`config.mk`:
```
export PLATFORM = sky130hd
export DESIGN_NAME = module_clk_div_multi
export DESIGN_NICKNAME = d
export VERILOG_FILES = /design/src/rtl/clk_div_pkg.sv /design/src/rtl/module_clk_div_ch.sv /design/src/rtl/module_clk_div_multi.sv
export SDC_FILE = /design/constraint.sdc
export NUM_CORES = 1
export LEC_CHECK = 0
export ABC_CLOCK_PERIOD_IN_PS = 5400
export CORE_ASPECT_RATIO = 1.1
export CORE_MARGIN = 1.5
export CORE_UTILIZATION = 60
export DETAILED_ROUTE_END_ITERATION = 16
export PLACE_DENSITY = 0.85
export SYNTH_ARGS = -nofsm -noshare
export SYNTH_HDL_FRONTEND = slang
export SYNTH_SLANG_ARGS = --single-unit
```
`constraint.sdc`:
```
create_clock -name clk -period 5.4 [get_ports clk]
set_input_delay 0.54 -clock clk [delete_from_list [all_inputs] [get_ports clk]]
set_output_delay 0.54 -clock clk [all_outputs]
set_load 0.05 [all_outputs]
```
`src/rtl/clk_div_pkg.sv`:
```
// Shared definitions for the multi-channel clock divider.
//   ch_state_e : per-channel run state (STOP / RUN)
//   half_of    : half-period in input clocks for a wanted output frequency
//   CH_IDX_W   : width of a channel index (never less than 1 bit)
package clk_div_pkg;

    typedef enum logic {
        CH_STOP = 1'b0,
        CH_RUN  = 1'b1
    } ch_state_e;

    localparam int MAX_CH = 16;

    function automatic int half_of(input int freq_in, input int freq_out);
        return freq_in / (2 * freq_out);
    endfunction

    function automatic int CH_IDX_W(input int n);
        return (n > 1) ? $clog2(n) : 1;
    endfunction

endpackage

```
`src/rtl/module_clk_div_ch.sv`:
```
// One divider channel: counts clk cycles up to half-1, toggles clk_out at
// each wrap, and pulses tick for one cycle whenever clk_out rises.
// A new half-period is held in pend_half until the channel reaches a point
// where swapping it in cannot shorten a half-period already in progress.
// Ports:
//   clk, rst_n  clock, synchronous active-low reset
//   en          run enable (0 = STOP, 1 = RUN)
//   sync        restart the phase of a running channel (count and clk_out to 0)
//   load        accept load_half as the pending half-period
//   load_half   new half-period, never 0 (filtered by the top)
//   clk_out     divided square wave
//   tick        one-cycle pulse in the first cycle clk_out is high
//   pending     a loaded value is waiting to be applied
module module_clk_div_ch
    import clk_div_pkg::*;
#(
    parameter int               CNT_W    = 25,
    parameter logic [CNT_W-1:0] DEF_HALF = CNT_W'(13_500)
) (
    input  logic             clk,
    input  logic             rst_n,
    input  logic             en,
    input  logic             sync,
    input  logic             load,
    input  logic [CNT_W-1:0] load_half,
    output logic             clk_out,
    output logic             tick,
    output logic             pending
);

    localparam logic [CNT_W-1:0] ONE = {{(CNT_W-1){1'b0}}, 1'b1};

    ch_state_e        state, next_state;
    logic [CNT_W-1:0] count, count_nxt;
    logic [CNT_W-1:0] half, half_nxt;
    logic [CNT_W-1:0] pend_half, pend_half_nxt;
    logic [CNT_W-1:0] last;
    logic             pending_nxt;
    logic             clk_out_nxt;
    logic             tick_nxt;
    logic             wrap;

    // State and datapath registers; everything returns to the default
    // divide ratio with outputs low when reset is sampled.
    always_ff @(posedge clk) begin
        if (!rst_n) begin
            state     <= CH_STOP;
            count     <= '0;
            half      <= DEF_HALF;
            pend_half <= DEF_HALF;
            pending   <= 1'b0;
            clk_out   <= 1'b0;
            tick      <= 1'b0;
        end else begin
            state     <= next_state;
            count     <= count_nxt;
            half      <= half_nxt;
            pend_half <= pend_half_nxt;
            pending   <= pending_nxt;
            clk_out   <= clk_out_nxt;
            tick      <= tick_nxt;
        end
    end

    // Next-state and datapath. en is looked at directly so the first wrap
    // after en rises lands exactly half edges later: the STOP->RUN edge
    // already counts as the first step from zero.
    always_comb begin
        next_state    = state;
        count_nxt     = count;
        half_nxt      = half;
        pend_half_nxt = pend_half;
        pending_nxt   = pending;
        clk_out_nxt   = clk_out;
        tick_nxt      = 1'b0;
        wrap          = 1'b0;
        last          = half - ONE;

        case (state)
            CH_STOP: begin
                count_nxt   = '0;
                clk_out_nxt = 1'b0;
                if (en) begin
                    next_state = CH_RUN;
                    wrap       = (last == '0);
                    count_nxt  = wrap ? '0 : ONE;
                end
            end
            CH_RUN: begin
                if (!en) begin
                    next_state  = CH_STOP;
                    count_nxt   = '0;
                    clk_out_nxt = 1'b0;
                end else begin
                    wrap      = (count == last);
                    count_nxt = wrap ? '0 : count + ONE;
                end
            end
            default: begin
                next_state  = CH_STOP;
                count_nxt   = '0;
                clk_out_nxt = 1'b0;
            end
        endcase

        if (wrap) begin
            clk_out_nxt = ~clk_out;
            tick_nxt    = ~clk_out;
        end

        // A phase restart overrides the wrap happening in the same cycle.
        if (sync && en) begin
            count_nxt   = '0;
            clk_out_nxt = 1'b0;
            tick_nxt    = 1'b0;
        end

        // Swap in the pending ratio only where no half-period is cut short:
        // at a wrap, at a phase restart, or while stopped.
        if (pending && (!en || wrap || sync)) begin
            half_nxt    = pend_half;
            pending_nxt = 1'b0;
        end

        // The top only loads when pending is clear, so this never collides
        // with the apply above.
        if (load) begin
            pend_half_nxt = load_half;
            pending_nxt   = 1'b1;
        end
    end

endmodule

```
`src/rtl/module_clk_div_multi.sv`:
```
// N-channel programmable clock divider / tick generator.
// Each channel produces f_clk/(2*HALF) on clk_out[i] and a one-cycle tick[i]
// on each rising edge. HALF is loaded per channel over a valid/ready port and
// takes effect without runt pulses.
// Optional feature: define FREQ_DIV_SYNC_EN to add the sync_i input, which
// restarts all running channels in phase.
// Ports:
//   clk, rst_n  clock, synchronous active-low reset
//   sync_i      (FREQ_DIV_SYNC_EN only) phase-align running channels
//   en          per-channel run enable
//   cfg_valid   config request
//   cfg_ready   channel cfg_ch can take a new value (combinational)
//   cfg_ch      target channel
//   cfg_half    new half-period in clk cycles
//   cfg_err     one-cycle pulse after a rejected request (half 0 or bad channel)
//   clk_out     divided square waves
//   tick        one-cycle pulse when clk_out[i] rises
module module_clk_div_multi
    import clk_div_pkg::*;
#(
    parameter int  N_CH     = 4,
    parameter int  CNT_W    = 25,
    parameter int  FREQ_IN  = 27_000_000,
    parameter int  FREQ_OUT = 1_000,
    parameter int  DEF_HALF = half_of(FREQ_IN, FREQ_OUT),
    localparam int CH_W     = CH_IDX_W(N_CH)
) (
    input  logic             clk,
    input  logic             rst_n,
`ifdef FREQ_DIV_SYNC_EN
    input  logic             sync_i,
`endif
    input  logic [N_CH-1:0]  en,
    input  logic             cfg_valid,
    output logic             cfg_ready,
    input  logic [CH_W-1:0]  cfg_ch,
    input  logic [CNT_W-1:0] cfg_half,
    output logic             cfg_err,
    output logic [N_CH-1:0]  clk_out,
    output logic [N_CH-1:0]  tick
);

    localparam logic [CNT_W-1:0] DEF_HALF_W = CNT_W'(DEF_HALF);

    logic [N_CH-1:0] pending;
    logic [N_CH-1:0] load;
    logic            ch_ok;
    logic            half_ok;
    logic            accept;
    logic            err_nxt;
    logic            ch_sync;

`ifdef FREQ_DIV_SYNC_EN
    assign ch_sync = sync_i;
`else
    assign ch_sync = 1'b0;
`endif

    // Config decode. An out-of-range channel has nothing pending to wait on,
    // so it reports ready and the request is consumed as an error.
    always_comb begin
        cfg_ready = 1'b1;
        load      = '0;
        ch_ok     = (int'(cfg_ch) < N_CH);
        half_ok   = (cfg_half != '0);
        for (int i = 0; i < N_CH; i++) begin
            if (cfg_ch == CH_W'(i)) begin
                cfg_ready = ~pending[i];
            end
        end
        accept  = cfg_valid && cfg_ready;
        err_nxt = accept && !(ch_ok && half_ok);
        for (int i = 0; i < N_CH; i++) begin
            load[i] = accept && ch_ok && half_ok && (cfg_ch == CH_W'(i));
        end
    end

    // Error flag is registered so it appears the cycle after the request.
    always_ff @(posedge clk) begin
        if (!rst_n) begin
            cfg_err <= 1'b0;
        end else begin
            cfg_err <= err_nxt;
        end
    end

    for (genvar g = 0; g < N_CH; g++) begin : g_ch
        module_clk_div_ch #(
            .CNT_W   (CNT_W),
            .DEF_HALF(DEF_HALF_W)
        ) u_ch (
            .clk      (clk),
            .rst_n    (rst_n),
            .en       (en[g]),
            .sync     (ch_sync),
            .load     (load[g]),
            .load_half(cfg_half),
            .clk_out  (clk_out[g]),
            .tick     (tick[g]),
            .pending  (pending[g])
        );
    end

endmodule

```
* Word level (Yosys, flattened, before mapping)
Index checks and enable logic that the tools add are counted.
** Word-level totals
- Output and inout bits :: 10
- Word-level logic and storage cells :: 154
- Flip-flop bits (word level) :: 317
- Input port bits :: 34
** Cells by class
- Add/sub/neg operators :: 8
- Bitwise gates (word level) :: 12
- Reductions and logical operators :: 34
- Mux-type cells :: 60
- Equal/unequal tests :: 11
** Operators with widths (count)
- $mux 25 :: 12
- $pmux 25 s2 :: 4
- $add 25x1->25 const B :: 4
- $eq 25x25->1 :: 4
- $logic_not 25->1 :: 4
- $sub 25x1->25 const B :: 4
- $mux 1 :: 36
- $reduce_bool 25->1 :: 1
- $pmux 1 s2 :: 8
- $ne 3x3->1 const B :: 4
- $not 1->1 :: 12
- $logic_and 1x1->1 :: 11
- $reduce_and 2->1 :: 4
- $reduce_bool 2->1 :: 4
- $logic_not 1->1 :: 5
- $eq 2x2->1 const B :: 2
- $logic_or 1x1->1 :: 4
- $eq 2x1->1 const B :: 1
- $logic_not 2->1 :: 1

* Depth between registers and ports, before layout
Gate-level depths: netlist of the first run.
- Depth after elaboration :: 9
- Gate-level depth with buffers :: 15
- Depth with buffers taken out :: 11

* By module
Synthesis of the first run repeated with hierarchy kept, for this count alone.
** Second synthesis, totals
- Cells, all modules :: 2265
- Area total of the unflattened synthesis :: 18846.8 um^2
** Modules (own cells, without submodules)
- module_clk_div_ch (g_ch[0].u_ch ...) :: times used 3, sequential area each 1581.5 um^2, area an instance 4713.3 um^2, cells each 572
- module_clk_div_ch (g_ch[3].u_ch) :: times used 1, sequential area each 1581.5 um^2, area an instance 4526.8 um^2, cells each 525
- module_clk_div_multi :: times used 1, sequential area each 20.0 um^2, area an instance 180.2 um^2, cells each 24

* Least setup slack after synthesis of the first run
OpenSTA, ideal clock, no wires.
- Path kind :: reg-to-reg
- From :: register g_ch[1].u_ch.half[2]
- To :: register g_ch[1].u_ch.half[11]
- Clock period less this slack :: 3.927 ns
- Path buffers :: 3
- Stages on the path, launching flop included :: 13
- Library setup time :: 0.072 ns
- Data required time :: 5.328 ns
- Path slack :: 1.473 ns
- Arrival time :: 3.856 ns
- Cells stage by stage :: dfxtp_1 -> buf_2 -> nor4_1 -> nand3_1 -> or4b_2 -> xnor2_1 -> or3_1 -> or4b_4 -> nor4_4 -> o21a_1 -> buf_6 -> buf_12 -> mux2i_1
** Between the ends
- Cells in the longest elaborated chain, start to end :: 6
- Elaborated cells between the ends (all ways) :: 8
- Classes of those cells :: add/sub: 1; eq/ne: 1; mux: 3; reduce/logical: 3
** RTL lines
- from (decl) :: line module_clk_div_ch.sv:35 : logic [CNT_W-1:0] half, half_nxt;
- from (signal assigned) :: line module_clk_div_ch.sv:57 : half <= half_nxt;
- $sub 25x1->25 (*) :: line module_clk_div_ch.sv:77 : last = half - ONE;
- $eq 25x25->1 / $logic_not 25->1 (equally long branches) :: line module_clk_div_ch.sv:95, module_clk_div_ch.sv:85
- $mux 1, on equally long branches :: line module_clk_div_ch.sv:90, module_clk_div_ch.sv:83
- $pmux 1 s2 (*) :: line module_clk_div_ch.sv:79 : case (state)
- $logic_or 1x1->1 (*) :: line module_clk_div_ch.sv:120 : if (pending && (!en || wrap || sync)) begin
- $logic_and 1x1->1 (*) :: line module_clk_div_ch.sv:120
Every way passes the cells marked *; elsewhere a longest branch is shown, timed or not.
A chain may end at the register's enable or synchronous reset.

* Worst setup path after layout of the first run
- From :: register g_ch[2].u_ch.half[9]
- To :: register g_ch[2].u_ch.half[23]
** Between the ends
- Cells in the longest elaborated chain, start to end :: 6
- Elaborated cells between the ends (all ways) :: 8
- Classes of those cells :: add/sub: 1; eq/ne: 1; mux: 3; reduce/logical: 3
** RTL lines (line)
- from (decl) :: module_clk_div_ch.sv:35
- from (signal assigned) :: module_clk_div_ch.sv:57
- $sub 25x1->25 (*) :: module_clk_div_ch.sv:77
- $eq 25x25->1 / $logic_not 25->1 (equally long branches) :: module_clk_div_ch.sv:95, module_clk_div_ch.sv:85
- $mux 1, on equally long branches :: module_clk_div_ch.sv:90, module_clk_div_ch.sv:83
- $pmux 1 s2 (*) :: module_clk_div_ch.sv:79
- $logic_or 1x1->1 (*) :: module_clk_div_ch.sv:120
- $logic_and 1x1->1 (*) :: module_clk_div_ch.sv:120
Marks and branches as above.

==> impl_metrics.yaml, run 1 <==
clock_network:
  clockBufferDepth: 3
  cts_resized: 0
  cts_tree: "done"
  post_cts_buffers: 0
  clk_latency_ns: 0.53
  holdBufCountCts: 0
  htreeDepth: 2
  path_clk_slew_ns: 0.06
  cts_buffers: 34
  clkSinkCount: 317
  cts_root_buf: "clkbuf_16"
routing:
  antenna_left: 0
  drtIter0Drc: 1456
  drcViolationCount: 0
  dr_total_vias: 14500
  totalWireLength_mm: 41.8
  wl_per_cell_um: 17.1
  via_per_inst: 5.95
  drt-pass1-iter-count: 6
timing:
  grt_setup_unrepaired: "no"
  clock_skew_ns: 0.0185
  setup_violations: 0
  drv_slew: 0
  tightest_slew_ns: 1.07
  hold_violations: 0
  max_freq_mhz: 218
  fin_crit_ns: 4.59
  tns_ns: 0
  post-route-period-util_pct: 84.9
  finalWorstSetupSlack_ns: 0.814
  relSlewSlack_pct: 27.9
job:
  cap_violations: 0
setup_path:
  cp-end-kind: "flop"
  cp.required_ns: 5.84
  cp_top_family: "simple AND/OR/NAND/NOR gates"
  critPathBufInv: 2
  worstSetupPathType: "reg -> reg"
  critPathLaunchType: "flop"
  slowest_delay_ns: 0.85
  crit_chain: "nor3_1, nand3_1, buf_4, nor4_1, mux2_2, a2111oi_0, and4_1, a31oi_1, a21boi_4, buf_4, mux2i_1"
  cp_max_fo: 17
  crit_slowest_cell: "nor3_1"
  critPathArrivalTime_ns: 5.03
  crit_top_cell: "buf_4"
cells_and_area:
  fillers: 2273
  seqCellArea_um2: 6350
  insertedDiodeCount: 0
  final_cell_mix: "nand2_1, dfxtp_1, nor2_1, xnor2_1, mux2i_1"
  multi_input_area_um2: 10100
  layout_commonest_cell: "nand2_1"
  postLayoutCoreUtil_pct: 67.1
  area_growth_pct: 9.40
  drive_above_1_share_pct: 5.15
  fin_nets: 2098
yosys:
  synth_edf_count: 0
  netlist_area_um2: 17100
  ys_types: 75
  synth_area_per_cell_um2: 8.17
  async_flop_share_pct: 0
  synth_top_flop_cell: "dfxtp_1"
  ys_ff_latch: 317
  synth_cells: 2098
  yosysSeqAreaShare_pct: 37.0
  syn_nets: 2144
  yosysWarnings: 0
run_status:
  status: "finished clean"
floorplan:
  dieArea_um2: 29600
  fp-row-count: 64
  die_w_um: 164
  start_util_pct: 61.4
  pin_count: 44
  fp.dieH_um: 180
  coreArea_um2: 27900
global_route:
  grt_pass1_vias: 13700
  antenna_found_initial: 0
  grt_max_degree: 135
  grt_overflow: 0
  grt_pass1_wl_mm: 68.4
  track_usage_pct: 28.2
placed_design:
  port_buffers: 43
  gp_congestion: 0.955
  dp_slack_ns: 0.844
  place_hpwl_mm: 29.6
min_path:
  min_path_type: "reg -> reg"
power_and_ir_drop:
  power_density_nw_per_um2: 272
  power_leakage_nw: 6.32
  max-vdd-ir-drop_mv: 0.255
[state kept, by name, summed over array words and instances, names as in the netlist]
signal and flops:
g_ch.u_ch.state 4, g_ch.u_ch.pending 4, cfg_err 1, g_ch.u_ch.count 100, g_ch.u_ch.half 100, g_ch.u_ch.clk_out 4
g_ch.u_ch.tick 4, g_ch.u_ch.pend_half 100
[power breakdown]
group / total [W] / switching [W] / internal (W) / leakage, nW
Clock: 0.00246 / 0.000970 / 0.00149 / 0.595
Sequential: 0.00241 / 0.0000324 / 0.00238 / 2.57
Combinational: 0.000230 / 0.000143 / 0.0000874 / 3.16
Total: 0.00510 / 0.00115 / 0.00396 / 6.32
[path summary, 6_finish.rpt]
path	from	to	slack (ns)	depth (start not counted)
setup / recovery	g_ch[2].u_ch.half[9]	g_ch[2].u_ch.half[23]	0.81	11
hold / removal	g_ch[0].u_ch.pend_half[17]	g_ch[0].u_ch.half[17]	0.46	2
setup reg to reg	g_ch[2].u_ch.half[9]	g_ch[2].u_ch.half[23]	0.81	11
hold reg to reg	g_ch[0].u_ch.pend_half[17]	g_ch[0].u_ch.half[17]	0.46	2
[kinds of logic after synthesis]
kind of cell | after synthesis | synth area share (%)
muxes | 126 | 7.44
DFF | 317 | 37.0
and+or+nand+nor | 1019 | 29.1
adders and majority gates | 12 | 0.876
xor gates and xnor gates | 240 | 12.4
AOI/OAI and AO/OA | 206 | 8.72
buffers and inverters | 178 | 4.48
[Yosys cell counts (7+ instances only)]
cell | count | area, um^2
nor2b_1 | 76 | 475
a21boi_0 | 55 | 413
o2111ai_1 | 9 | 78.8
nand2_1 | 388 | 1460
and4_1 | 9 | 78.8
and3_1 | 32 | 200
mux2i_1 | 123 | 1230
o31ai_1 | 10 | 75.1
nor2_1 | 183 | 687
nor4b_1 | 7 | 61.3
a21oi_1 | 23 | 115
or4_1 | 15 | 113
clkbuf_1 | 111 | 417
nor3b_1 | 7 | 52.6
buf_4 | 9 | 67.6
a31oi_1 | 10 | 62.6
buf_2 | 10 | 50.1
or3_1 | 16 | 100
dfxtp_1 | 317 | 6350
nand4_1 | 35 | 219
o211ai_1 | 25 | 188
o22ai_1 | 9 | 56.3
o21ai_0 | 15 | 75.1
nor4_1 | 42 | 263
nand2b_1 | 11 | 68.8
nand3_1 | 107 | 536
xnor2_1 | 134 | 1170
and2_1 | 7 | 43.8
nor3_1 | 47 | 235
ha_1 | 12 | 150
xor2_1 | 104 | 911
inv_1 | 36 | 135
[cell type report]
type                            count  area share, %
Clock buffer                       48           5.53
Timing Repair Buffer               60           2.98
Inverter                           36          0.720
Multi-Input combinational cell   1603           53.7
Tap cell                          363           2.42
Sequential cell                   317           33.8
Clock inverter                     13          0.840
[routing by layer]
metal	vias to the layer above	wire, um	global-route usage (%)	share of wire, %
met4	0	1380	10.4	3.3
met1	6828	18000	37.2	43
met5	-	0	0	0
li1	7096	-	-	-
met3	122	3090	5.16	7.4
met2	468	19300	45.8	46
[worst min-delay path: cells and delay by family, from the launching register on]
family,cells,cell delay [ns]
AND/OR/NAND/NOR,1,0.05
multiplexers,1,0.05
flip-flops,1,0.31
[metrics by stage]
stage | total power [W] | hold WS (ns) | cell area [um^2] | cells
after floorplan | 0.00260 | 0.432 | 17100 | 2098
after global placement | 0.00268 | 0.444 | 17600 | 2379
after detailed placement | 0.00268 | 0.451 | 17600 | 2379
after CTS | 0.00513 | 0.460 | 18800 | 2440
after global routing | 0.00525 | 0.475 | 18800 | 2440
final | 0.00510 | 0.457 | 18800 | 2440
Note: power is estimated with default switching activity, not from simulation.
==> run 2: changes to the inputs <==
Settings changed: ABC_CLOCK_PERIOD_IN_PS 5400 to 4400.
Clock period 5.4 ns to 4.4 ns, I/O delays scaled along.
==> run 2 against run 1 <==
  * Routed wire length is 0.31% higher
  * Register-to-register slack got worse by 0.38 ns
  * Final cell count up 0.90%
  * Worst setup slack lost 0.38 ns
  * Sequential share of layout area shrank 0.20 points
  * Clock skew fell by 0.0015 ns
  * Sequential cell count did not move
  * Critical path type unchanged
  * Critical endpoint is now g_ch[1].u_ch.half[3]
  * Largest power group is now sequential cells
  * Highest routed layer is now met5
==> impl_metrics.yaml, run 2 (synthesized netlist as in run 1, its figures left out) <==
routing:
  drtIter0Drc: 1284
  drcViolationCount: 0
  via_per_inst: 5.94
  drt-pass1-iter-count: 6
  dr_total_vias: 14600
  wl_per_cell_um: 17.0
  totalWireLength_mm: 41.9
  antenna_left: 0
floorplan:
  die_w_um: 164
  coreArea_um2: 27900
  start_util_pct: 61.4
  dieArea_um2: 29600
  fp-row-count: 64
  pin_count: 44
  fp.dieH_um: 180
timing:
  tightest_slew_ns: 0.984
  drv_slew: 0
  setup_violations: 0
  post-route-period-util_pct: 90.0
  whs_ns: 0.459
  finalWorstSetupSlack_ns: 0.438
  relSlewSlack_pct: 34.2
  clock_skew_ns: 0.0170
  grt_setup_unrepaired: "no"
  hold_violations: 0
  tns_ns: 0
  max_freq_mhz: 252
  fin_crit_ns: 3.96
clock_network:
  clk_latency_ns: 0.52
  path_clk_slew_ns: 0.06
  holdBufCountCts: 0
  clkSinkCount: 317
  clockBufferDepth: 3
  cts_tree: "done"
  htreeDepth: 2
  cts_resized: 0
  cts_buffers: 34
  cts_root_buf: "clkbuf_16"
  post_cts_buffers: 0
placed_design:
  port_buffers: 43
  gp_congestion: 0.938
  place_hpwl_mm: 29.7
  dp_slack_ns: 0.495
setup_path:
  cp-end-kind: "flop"
  critPathArrivalTime_ns: 4.30
  cp.required_ns: 4.74
  r2r-start: "g_ch[1].u_ch.half[0]"
  critPathLaunchType: "flop"
  r2r_cells: 12
  rr_endpoint: "g_ch[1].u_ch.half[3]"
  worst-r2r-setup-slack_ns: 0.44
  worstSetupPathType: "reg -> reg"
  cp_max_fo: 25
min_path:
  hold-path-cell-count: 2
  min_from: "g_ch[0].u_ch.pend_half[9]"
  whs_endpoint: "g_ch[0].u_ch.half[9]"
  min_path_type: "reg -> reg"
cells_and_area:
  final_cell_mix: "nand2_1, dfxtp_1, nor2_1, xnor2_1, mux2i_1"
  fin_nets: 2120
  top_regs: "g_ch.u_ch.count: 100 flops, g_ch.u_ch.half: 100 flops, g_ch.u_ch.pend_half: 100 flops"
  drive_above_1_share_pct: 5.96
  postLayoutCoreUtil_pct: 67.5
  layout_commonest_cell: "nand2_1"
  area_growth_pct: 10.1
  insertedDiodeCount: 0
power_and_ir_drop:
  power_w: 0.00606
  max-vdd-ir-drop_mv: 0.327
  power_leakage_nw: 6.39
  power_density_nw_per_um2: 321
global_route:
  grt_max_degree: 153
  grt_pass1_wl_mm: 68.9
  track_usage_pct: 28.4
  grt_pass1_vias: 13900
  antenna_found_initial: 2
  grt_overflow: 0
job:
  cap_violations: 0
run_status:
  status: "finished clean"
-- run 2: cell types whose count changed in the layout (fill, tap and decap cells not counted), moves of 3 or more --
cell | before | now
clkbuf_1 | 4 | 8
buf_12 | 0 | 3
buf_4 | 17 | 36
clkbuf_8 | 7 | 4
-- run 2: critical path, cell delays in order (launching register included) --
cell and delay (ns):
dfxtp_1 0.39, inv_1 0.09, ha_1 0.26, nor3b_1 0.29, nand3_1 0.29, or3_1 0.40
xnor2_1 0.12, or4_1 0.40, or4b_4 0.58, nor4_4 0.32, o21a_1 0.14, buf_4 0.34
o211ai_1 0.14
-- run 2: how the worst max path moves through the flow --
stage | from | end | slack (ns) | cells after the start
floorplan | g_ch[1].u_ch.half[2] | g_ch[1].u_ch.half[11] | 0.47 | 12
global route | g_ch[1].u_ch.half[1] | g_ch[1].u_ch.half[15] | 0.16 | 12
finish | g_ch[1].u_ch.half[0] | g_ch[1].u_ch.half[3] | 0.44 | 12
CTS | g_ch[1].u_ch.half[0] | g_ch[1].u_ch.half[11] | 0.47 | 12
detailed placement | g_ch[1].u_ch.half[0] | g_ch[1].u_ch.half[3] | 0.49 | 12
global placement | g_ch[3].u_ch.half[8] | g_ch[3].u_ch.half[22] | 0.61 | 11
-- run 2: cell type report --
type / instances / area [um^2]
Multi-Input combinational cell: 1603 / 10100
Timing Repair Buffer: 82 / 762
Fill cell: 2231 / 9070
Clock buffer: 49 / 1010
Clock inverter: 12 / 93.8
Inverter: 36 / 135
Tap cell: 363 / 454
Sequential cell: 317 / 6350
-- run 2: where the power goes --
group | internal (W) | switching, W | leakage, nW
Combinational | 0.000114 | 0.000178 | 3.28
Clock | 0.00166 | 0.00115 | 0.544
Sequential | 0.00292 | 0.0000389 | 2.57
Total | 0.00469 | 0.00137 | 6.39
-- run 2: metrics by stage --
step           cells  cell area, um^2
6_report        2462            18900
2_1_floorplan   2098            17100
5_1_grt         2462            18900
3_3_place_gp    2401            17800
3_5_place_dp    2401            17800
4_1_cts         2462            18900
-- run 2: per-layer routing --
metal  routed length [um]  part of all wire [%]  track usage, %
met1                18100                    43            37.2
met4                 1160                   2.8            9.64
met3                 2590                   6.2            4.79
met5                   24                 0.057               0
met2                20000                    48            47.1
